`config.mk`:
```
export PLATFORM = sky130hd
export DESIGN_NAME = lzc_mask_builder
export DESIGN_NICKNAME = d
export VERILOG_FILES = /design/src/rtl/lzc_mask_builder.sv
export SDC_FILE = /design/constraint.sdc
export NUM_CORES = 1
export LEC_CHECK = 0
export ABC_AREA = 1
export ABC_CLOCK_PERIOD_IN_PS = 1750
export CORE_MARGIN = 2
export CORE_UTILIZATION = 30
export DETAILED_ROUTE_END_ITERATION = 10
export PLACE_DENSITY = 0.5
export SYNTH_ARGS = -nofsm -noshare
export SYNTH_HDL_FRONTEND = slang
export SYNTH_SLANG_ARGS = --single-unit
```
`constraint.sdc`:
```
create_clock -name clk_i -period 1.75 [get_ports clk_i]
set_input_delay 0.2625 -clock clk_i [delete_from_list [all_inputs] [get_ports clk_i]]
set_output_delay 0.2625 -clock clk_i [all_outputs]
set_load 0.05 [all_outputs]
```
`src/rtl/lzc_mask_builder.sv`:
```
// Rebuilds a bit vector from a stream of (count, empty) beats; last_i closes the vector.
// Define LZC_MASK_BUILDER_THERMO_EN to add the registered thermometer output thermo_o.
module lzc_mask_builder #(
  parameter int WIDTH = 16,
  parameter int MODE  = 0
) (
  input  logic                       clk_i,
  input  logic                       rst_ni,
  input  logic                       valid_i,
  output logic                       ready_o,
  input  logic [$clog2(WIDTH)-1:0]   cnt_i,
  input  logic                       empty_i,
  input  logic                       last_i,
  output logic                       valid_o,
  input  logic                       ready_i,
  output logic [WIDTH-1:0]           mask_o,
  output logic [$clog2(WIDTH+1)-1:0] pop_o,
  output logic                       dup_o,
  output logic                       err_o
`ifdef LZC_MASK_BUILDER_THERMO_EN
  ,output logic [WIDTH-1:0]          thermo_o
`endif
);
  localparam int CW = $clog2(WIDTH);
  localparam int PW = $clog2(WIDTH+1);

  if (WIDTH < 2) begin : g_bad_width
    $fatal(1, "lzc_mask_builder: WIDTH must be >= 2");
  end

  typedef enum logic {ACCUM, HOLD} state_e;
  state_e state_q, state_d;

  logic [WIDTH-1:0] acc_q, acc_nxt, bit_vec, mask_q;
  logic [PW-1:0]    pop_q, pop_nxt, opop_q;
  logic             dup_q, dup_nxt, err_q, err_nxt, odup_q, oerr_q;
  logic             in_range, set_bit, hit, take, close;
  logic [CW-1:0]    pos;

  // Only a non-power-of-two WIDTH leaves index codes with no matching bit.
  if (WIDTH == (1 << CW)) begin : g_full_range
    assign in_range = 1'b1;
  end else begin : g_part_range
    assign in_range = cnt_i < CW'(WIDTH);
  end

  assign take  = valid_i & ready_o;
  assign close = take & last_i;

  always_comb begin
    pos     = (MODE != 0) ? CW'(WIDTH-1) - cnt_i : cnt_i;
    set_bit = ~empty_i & in_range;
    bit_vec = set_bit ? (WIDTH'(1) << pos) : '0;
    hit     = |(acc_q & bit_vec);
    acc_nxt = acc_q | bit_vec;
    pop_nxt = pop_q + PW'(set_bit & ~hit);
    dup_nxt = dup_q | (set_bit & hit);
    err_nxt = err_q | (~empty_i & ~in_range);
  end

  always_comb begin
    ready_o = (state_q == ACCUM) | ready_i;
    state_d = state_q;
    case (state_q)
      ACCUM: if (close) state_d = HOLD;
      HOLD:  if (!close && ready_i) state_d = ACCUM;
      default: state_d = ACCUM;
    endcase
  end

  always_ff @(posedge clk_i or negedge rst_ni) begin
    if (!rst_ni) state_q <= ACCUM;
    else         state_q <= state_d;
  end

  // Accumulator clears on the closing beat so the next vector starts without a bubble.
  always_ff @(posedge clk_i or negedge rst_ni) begin
    if (!rst_ni) begin
      acc_q <= '0;
      pop_q <= '0;
      dup_q <= 1'b0;
      err_q <= 1'b0;
    end else if (close) begin
      acc_q <= '0;
      pop_q <= '0;
      dup_q <= 1'b0;
      err_q <= 1'b0;
    end else if (take) begin
      acc_q <= acc_nxt;
      pop_q <= pop_nxt;
      dup_q <= dup_nxt;
      err_q <= err_nxt;
    end
  end

  always_ff @(posedge clk_i or negedge rst_ni) begin
    if (!rst_ni) begin
      mask_q <= '0;
      opop_q <= '0;
      odup_q <= 1'b0;
      oerr_q <= 1'b0;
    end else if (close) begin
      mask_q <= acc_nxt;
      opop_q <= pop_nxt;
      odup_q <= dup_nxt;
      oerr_q <= err_nxt;
    end
  end

  assign valid_o = (state_q == HOLD);
  assign mask_o  = mask_q;
  assign pop_o   = opop_q;
  assign dup_o   = odup_q;
  assign err_o   = oerr_q;

`ifdef LZC_MASK_BUILDER_THERMO_EN
  logic [WIDTH-1:0] thermo_nxt, thermo_q;
  logic             run;

  // Running OR from the counting origin toward the far end of the vector.
  always_comb begin
    thermo_nxt = '0;
    run        = 1'b0;
    for (int i = 0; i < WIDTH; i++) begin
      if (MODE != 0) begin
        run                    = run | acc_nxt[WIDTH-1-i];
        thermo_nxt[WIDTH-1-i]  = run;
      end else begin
        run           = run | acc_nxt[i];
        thermo_nxt[i] = run;
      end
    end
  end

  always_ff @(posedge clk_i or negedge rst_ni) begin
    if (!rst_ni)    thermo_q <= '0;
    else if (close) thermo_q <= thermo_nxt;
  end

  assign thermo_o = thermo_q;
`endif

endmodule
```
==> results_dict.tcl, run 1 <==
set metrics [dict create \
    status "finished clean" \
    cpMaxStageDelayCell "sky130_fd_sc_hd__dfrtp_1" \
    first_global_vias 1718 \
    core_area_um2 6790 \
    finalSetupViolations 0 \
    dpl-instance-area_um2 2660 \
    dp_hpwl_mm 3.50 \
    finished_core_util 0.421 \
    synth_area_um2 2100 \
    wl_per_cell_um 11.7 \
    power_frac_clock 0.340 \
    ir_worst_vdd_mv 0.302 \
    tritoncts_clock_tree "yes" \
    cts_root_buf "sky130_fd_sc_hd__clkbuf_8" \
    cts.clk_slew.worst_paths_ps 80 \
    fp.dieW_um 87.7 \
    design_power_total_mw 2.39 \
    reg2reg_setup_slack_ps 40 \
    grt_start_max_net_pins 30 \
    worstPathBufferInverterCount 1 \
    initialDrtViolationCount 76 \
    pwr_density_cell_nw_per_um2 835 \
    final_critical_path_setup_slack_ps 42.0 \
    netlist_instances 247 \
    cp_max_fo 2 \
    mappedNetlistNets 259 \
    clock_latency_ps 300 \
    syn_to_layout_area_delta_pct 36.2 \
    intPower_mw 1.70 \
    yosys_warnings 0 \
    initial_core_util 0.309 \
    postRouteAntennaNets 0 \
    worst_setup_path_end_kind "flip-flop" \
    most-common-layout-cells "sky130_fd_sc_hd__buf_4 (54), sky130_fd_sc_hd__nand2_1 (53), sky130_fd_sc_hd__dfrtp_1 (45)" \
    antenna_found_initial 0 \
    cts-buffers-inserted 5 \
    numPortBuffers 33 \
    synth_seq_cells 45 \
    combinationalPowerShare 0.192 \
    fin_tns_setup_ps 0 \
    number_of_nets_at_the_end_of_the_flow 324 \
    critical_path.max_stage_delay_ps 400 \
    cp-start-kind "flip-flop" \
    synth.distinct_cells 27 \
    grt_pass1_wl_mm 8.09 \
    seqPwrFrac 0.468 \
    num_antenna_cells 0 \
    layout.cells.non_filler 409 \
    critical_path_arrival_ps 1890 \
    gp_congestion 0.762 \
    path_class "flip-flop to flip-flop" \
    vias 1766 \
    via_per_inst 4.32 \
    finalInstanceArea_um2 2860 \
    global_route.usage.total 0.135 \
    finalHoldViolCount 0 \
    cts_max_level 2 \
    die-area_um2 7680 \
    layout.cells.most_common "sky130_fd_sc_hd__buf_4" \
    placedCellCount 393 \
    avg_inst_size_synth_um2 8.50 \
    post_route_clock_skew_ps 4.35 \
    crit_path_cell_chain "nand3_1, nand2_1, nor2_2, nand2_2, nor3_2, ha_2, ha_4, nand3_2, xor2_1, inv_1, o22ai_1" \
    crit_family "simple AND/OR/NAND/NOR gates" \
    ios 35 \
    drv_slew 0 \
    chipHeight_um 87.7 \
    rsz0062_at_grt "yes" \
    row_count 30 \
    finalWorstPathRequiredPeriod_ps 1710 \
    p_sw_frac 0.287 \
    max_clock_freq_ghz 0.585 \
    global_route.overflow_total 0 \
    drc_errors 0 \
    leakage_nw 1.40 \
    clock-sinks 45 \
    final_layout_size_suffix_gt1_frac 0.310 \
    pre_cts_slack_ps -878 \
    final.period_utilization 0.976 \
    hold_path_class "input pin to async pin" \
    wl_mm 4.80 \
    number_of_max_capacitance_violations_reported 0 \
    synth_seq_area_share 0.536 \
    cp_data_required_time_ps 1930 \
    cts_buffer_depth 2 \
    p_switching_mw 0.685 \
    drt-pass1-iter-count 5 \
    hold_slack_ps 431 \
]
logic make-up after synthesis:
group	Yosys count	share of synthesized area
buffers and inverters	29	0.0709
other	1	0.00179
AND/OR/NAND/NOR	115	0.240
XOR/XNOR	3	0.0125
flip-flops	45	0.536
AO/OA/AOI/OAI	52	0.127
adder cells (fa/ha/maj)	2	0.0119
worst register-to-register path: cells and delay by family, from the launching register on:
family	cells	cell delay (ps)
xor+xnor	1	140
flops	1	400
buf+inv	1	70
compound gates	1	60
fa+ha+maj	2	360
simple gates	6	560
final timing paths:
kind	from	end	cells past startpoint
setup / recovery	acc_q[10]	pop_q[4]	11
hold / removal	rst_ni	valid_o	2
setup reg to reg	acc_q[10]	pop_q[4]	11
hold reg to reg	mask_o[14]	mask_o[14]	2
max in group asynchronous	rst_ni	acc_q[4]	3
min in group clk_i	mask_o[14]	mask_o[14]	2
synthesized netlist by cell type:
cell | count | area share
sky130_fd_sc_hd__nor3_1 | 1 | 0.0024
sky130_fd_sc_hd__nand2_4 | 1 | 0.0054
sky130_fd_sc_hd__xor2_1 | 2 | 0.0083
sky130_fd_sc_hd__nor2_1 | 34 | 0.061
sky130_fd_sc_hd__nand4_1 | 5 | 0.015
sky130_fd_sc_hd__inv_1 | 16 | 0.029
sky130_fd_sc_hd__buf_2 | 2 | 0.0048
sky130_fd_sc_hd__ha_1 | 2 | 0.012
sky130_fd_sc_hd__o22ai_1 | 1 | 0.0030
sky130_fd_sc_hd__nand3_1 | 10 | 0.024
sky130_fd_sc_hd__inv_4 | 1 | 0.0030
sky130_fd_sc_hd__xnor2_1 | 1 | 0.0042
sky130_fd_sc_hd__buf_6 | 1 | 0.0054
sky130_fd_sc_hd__o21ai_0 | 39 | 0.093
sky130_fd_sc_hd__a21oi_1 | 7 | 0.017
sky130_fd_sc_hd__nor2_4 | 2 | 0.011
sky130_fd_sc_hd__a211oi_1 | 2 | 0.0071
sky130_fd_sc_hd__conb_1 | 1 | 0.0018
sky130_fd_sc_hd__dfrtp_1 | 45 | 0.54
sky130_fd_sc_hd__nor2_2 | 5 | 0.015
sky130_fd_sc_hd__buf_4 | 3 | 0.011
sky130_fd_sc_hd__inv_2 | 3 | 0.0054
sky130_fd_sc_hd__nand2_1 | 53 | 0.095
sky130_fd_sc_hd__o21ai_1 | 3 | 0.0071
sky130_fd_sc_hd__buf_12 | 1 | 0.0095
sky130_fd_sc_hd__clkbuf_1 | 2 | 0.0036
sky130_fd_sc_hd__nand2_2 | 4 | 0.012
final cells by class:
cell class	instances	area, µm²
clock buffers	7	86.3
clock inverters	1	30.0
fillers	677	3930
inverters	20	77.6
multi-input cells	173	885
flip-flops and latches	45	1130
well taps	96	120
repair buffers	67	536
state kept, by name (all words and copies together), names as in the netlist:
| signal | cells |
|---|---|
| pop_q | 5 |
| dup_o | 1 |
| valid_o | 1 |
| dup_q | 1 |
| mask_o | 16 |
| acc_q | 16 |
| pop_o | 5 |
power groups by stage:
| stage | Sequential (mW) | Combinational, mW | Clock (mW) |
|---|---|---|---|
| 4_1_cts | 1.12 | 0.464 | 0.846 |
| 5_1_grt | 1.12 | 0.501 | 0.898 |
| 2_1_floorplan | 1.26 | 0.154 | 0 |
| 3_5_place_dp | 1.14 | 0.454 | 0 |
| 6_report | 1.12 | 0.459 | 0.812 |
| 3_3_place_gp | 1.14 | 0.454 | 0 |
routing by layer:
layer | wire length (µm) | GRT usage
met5 | 0 | 0
met2 | 2270 | 0.213
met3 | 130 | 0.0283
met4 | 78 | 0.0503
met1 | 2330 | 0.184
repair_timing:
action / CTS / global route
pin swaps: 5 / 4
buffers inserted: 3 / 4
hold buffers: 1 / 0
hold endpoints to repair: 16 / 0
gates resized for setup: 35 / 2
setup endpoints to repair: 10 / 4
(Power assumes the default switching activity.)
==> inputs of run 2 (changes only) <==
--- a/config.mk
+++ b/config.mk
@@ -7,9 +7,10 @@
 export LEC_CHECK = 0
 export ABC_AREA = 1
 export ABC_CLOCK_PERIOD_IN_PS = 1750
-export CORE_MARGIN = 2
+export CORE_MARGIN = 3
 export CORE_UTILIZATION = 30
 export DETAILED_ROUTE_END_ITERATION = 10
+export GPL_TIMING_DRIVEN = 0
 export PLACE_DENSITY = 0.5
 export SYNTH_ARGS = -nofsm -noshare
 export SYNTH_HDL_FRONTEND = slang
==> run 2 against run 1 <==
Effect of this change: sequential share of layout area up 0.36 points; sequential power about the same; largest cell class unchanged; final area down 0.92%; register-to-register slack worse by 40 ps; global-route usage up 0.20 points; clock skew up 4.5 ps; critical path depth unchanged; cell count down 4.4%; utilization up 1.1 points.
==> results_dict.tcl, run 2 (same netlist as run 1, synthesis figures left out) <==
set metrics [dict create \
    dp_hpwl_mm 3.58 \
    status "finished clean" \
    core_area_um2 6570 \
    fillers 666 \
    cts.clk_slew.worst_paths_ps 80 \
    timing_worst_slew_pin_value_ps 515 \
    rsz0062_at_grt "yes" \
    ios 35 \
    clock_latency_ps 300 \
    ir_worst_vdd_mv 0.402 \
    antenna_found_initial 0 \
    initialDrtViolationCount 62 \
    initial_core_util 0.320 \
    postRouteAntennaNets 0 \
    cp-start-kind "flip-flop" \
    finalHoldViolCount 0 \
    syn_to_layout_area_delta_pct 35.0 \
    most-common-layout-cells "sky130_fd_sc_hd__nand2_1 (52), sky130_fd_sc_hd__dfrtp_1 (45), sky130_fd_sc_hd__o21ai_0 (37)" \
    layout.cells.most_common "sky130_fd_sc_hd__nand2_1" \
    fp.dieW_um 89.7 \
    crit_path_cell_chain "nand4_1, nand2_1, nor2_2, nand2_2, nor3_4, ha_4, ha_4, nand3_2, xor2_1, inv_1, o22ai_1" \
    hold_slack_ps 372 \
    cts_max_level 2 \
    number_of_nets_at_the_end_of_the_flow 309 \
    max_clock_freq_ghz 0.572 \
    rr_startpoint "acc_q[2]" \
    wl_per_cell_um 12.7 \
    numPortBuffers 32 \
    global_route.overflow_total 0 \
    path_class "flip-flop to flip-flop" \
    drt-pass1-iter-count 6 \
    cpMaxStageDelayCell "sky130_fd_sc_hd__dfrtp_1" \
    finished_core_util 0.432 \
    final.period_utilization 0.999 \
    finalWorstPathRequiredPeriod_ps 1750 \
    cpMostUsedCell "sky130_fd_sc_hd__ha_4" \
    first_global_vias 1719 \
    vias 1776 \
    pwr_density_cell_nw_per_um2 808 \
    leakage_nw 1.61 \
    worst_slew_margin_rel 0.656 \
    chipHeight_um 89.7 \
    row_count 29 \
    critical_path.max_stage_delay_ps 390 \
    tritoncts_clock_tree "yes" \
    design_power_total_mw 2.29 \
    gp_congestion 0.808 \
    critical_path_arrival_ps 1930 \
    drc_errors 0 \
    finalSetupViolations 0 \
    cts_root_buf "sky130_fd_sc_hd__clkbuf_8" \
    cp_data_required_time_ps 1940 \
    worst_r2r_endpoint "pop_q[4]" \
    final_layout_size_suffix_gt1_frac 0.195 \
    global_route.usage.total 0.137 \
    die-area_um2 8040 \
    drv_slew 0 \
    worst_hold_path.num_cells 4 \
    cts-buffers-inserted 5 \
    reg2reg_setup_slack_ps 2 \
    num_antenna_cells 0 \
    worstRegToRegCells 11 \
    grt_pass1_wl_mm 8.36 \
    clock-sinks 45 \
    whs_endpoint "acc_q[11]" \
    cts_buffer_depth 2 \
    cp_max_fo 2 \
    hold_path_class "input pin to flip-flop" \
    worst_setup_path_end_kind "flip-flop" \
    post_route_clock_skew_ps 8.89 \
    grt_start_max_net_pins 29 \
    wl_mm 4.96 \
    min_from "cnt_i[2]" \
    number_of_max_capacitance_violations_reported 0 \
    via_per_inst 4.54 \
]
==> run 2: cell count changes in the layout (fill, tap and decap cells not counted), moves of 3 or more <==
cell,change
sky130_fd_sc_hd__dlymetal6s2s_1,+19
sky130_fd_sc_hd__dlygate4sd2_1,+5
sky130_fd_sc_hd__buf_4,-42
sky130_fd_sc_hd__nand3_2,-3
sky130_fd_sc_hd__nor2_1,-3
sky130_fd_sc_hd__nand3_1,+3
==> run 2: worst max-delay path, delay by kind of cell (launching register included) <==
family | cells | cell delay (ps)
AND/OR/NAND/NOR | 6 | 660
XOR/XNOR | 1 | 140
flip-flops | 1 | 390
adder cells (fa/ha/maj) | 2 | 310
AO/OA/AOI/OAI | 1 | 60
buffers and inverters | 1 | 80
==> run 2: final cells by class <==
cell class / instances / area, µm² / area share
clock buffers: 7 / 96.3 / 0.0340
inverters: 20 / 77.6 / 0.0274
plain buffers: 9 / 71.3 / 0.0252
multi-input cells: 173 / 901 / 0.318
clock inverters: 1 / 5.00 / 0.00177
well taps: 93 / 116 / 0.0411
flip-flops and latches: 45 / 1130 / 0.397
repair buffers: 43 / 440 / 0.155
==> run 2: stage by stage <==
| step | instance area [µm²] | instances | setup slack (ps) | TNS (ps) |
|---|---|---|---|---|
| 2_1_floorplan | 2110 | 247 | 4.01 | 0 |
| 3_3_place_gp | 2550 | 372 | -953 | -50770 |
| 3_5_place_dp | 2560 | 373 | -977 | -9650 |
| 4_1_cts | 2760 | 390 | -42.5 | -86.7 |
| 5_1_grt | 2830 | 391 | -104 | -390 |
| 6_report | 2830 | 391 | 1.56 | 0 |
==> run 2: worst max path at each step <==
| stage | startpoint | end | slack [ps] | depth (start not counted) |
|---|---|---|---|---|
| 4_1_cts | acc_q[4] | pop_q[4] | -40 | 11 |
| 3_3_place_gp | cnt_i[0] | pop_o[4] | -950 | 15 |
| 6_report | acc_q[2] | pop_q[4] | 2 | 11 |
| 5_1_grt | acc_q[2] | pop_o[4] | -100 | 11 |
| 2_1_floorplan | empty_i | pop_o[4] | 4 | 14 |
| 3_5_place_dp | cnt_i[0] | pop_o[4] | -980 | 15 |
==> run 2: repair_timing <==
action / 4_1_cts / 5_1_grt
hold endpoints to repair: 17 / 0
setup endpoints to repair: 15 / 26
pin swaps: 5 / 7
resized for setup: 34 / 25
hold buffers: 1 / 0
setup buffers: 8 / 1
==> run 2: metal layers <==
metal | routed length, µm | GRT usage | share of wire
met1 | 2460 | 0.197 | 0.50
met2 | 2300 | 0.207 | 0.46
met3 | 129 | 0.0283 | 0.026
met4 | 71 | 0.0447 | 0.014
met5 | 0 | 0 | 0
==> run 2: where the power goes <==
group	leakage, nW	switching [mW]	internal, mW	total, mW
combinational	0.937	0.311	0.145	0.456
sequential	0.620	0.0308	1.09	1.12
clock	0.0542	0.359	0.357	0.717
==> inputs of run 3 (changes only) <==
--- a/config.mk
+++ b/config.mk
@@ -9,6 +9,7 @@
 export ABC_CLOCK_PERIOD_IN_PS = 1750
 export CORE_MARGIN = 3
 export CORE_UTILIZATION = 30
+export CTS_CLUSTER_DIAMETER = 60
 export DETAILED_ROUTE_END_ITERATION = 10
 export GPL_TIMING_DRIVEN = 0
 export PLACE_DENSITY = 0.5
==> results of run 3 <==
Final layout, timing and power as in run 2 (identical DEF).
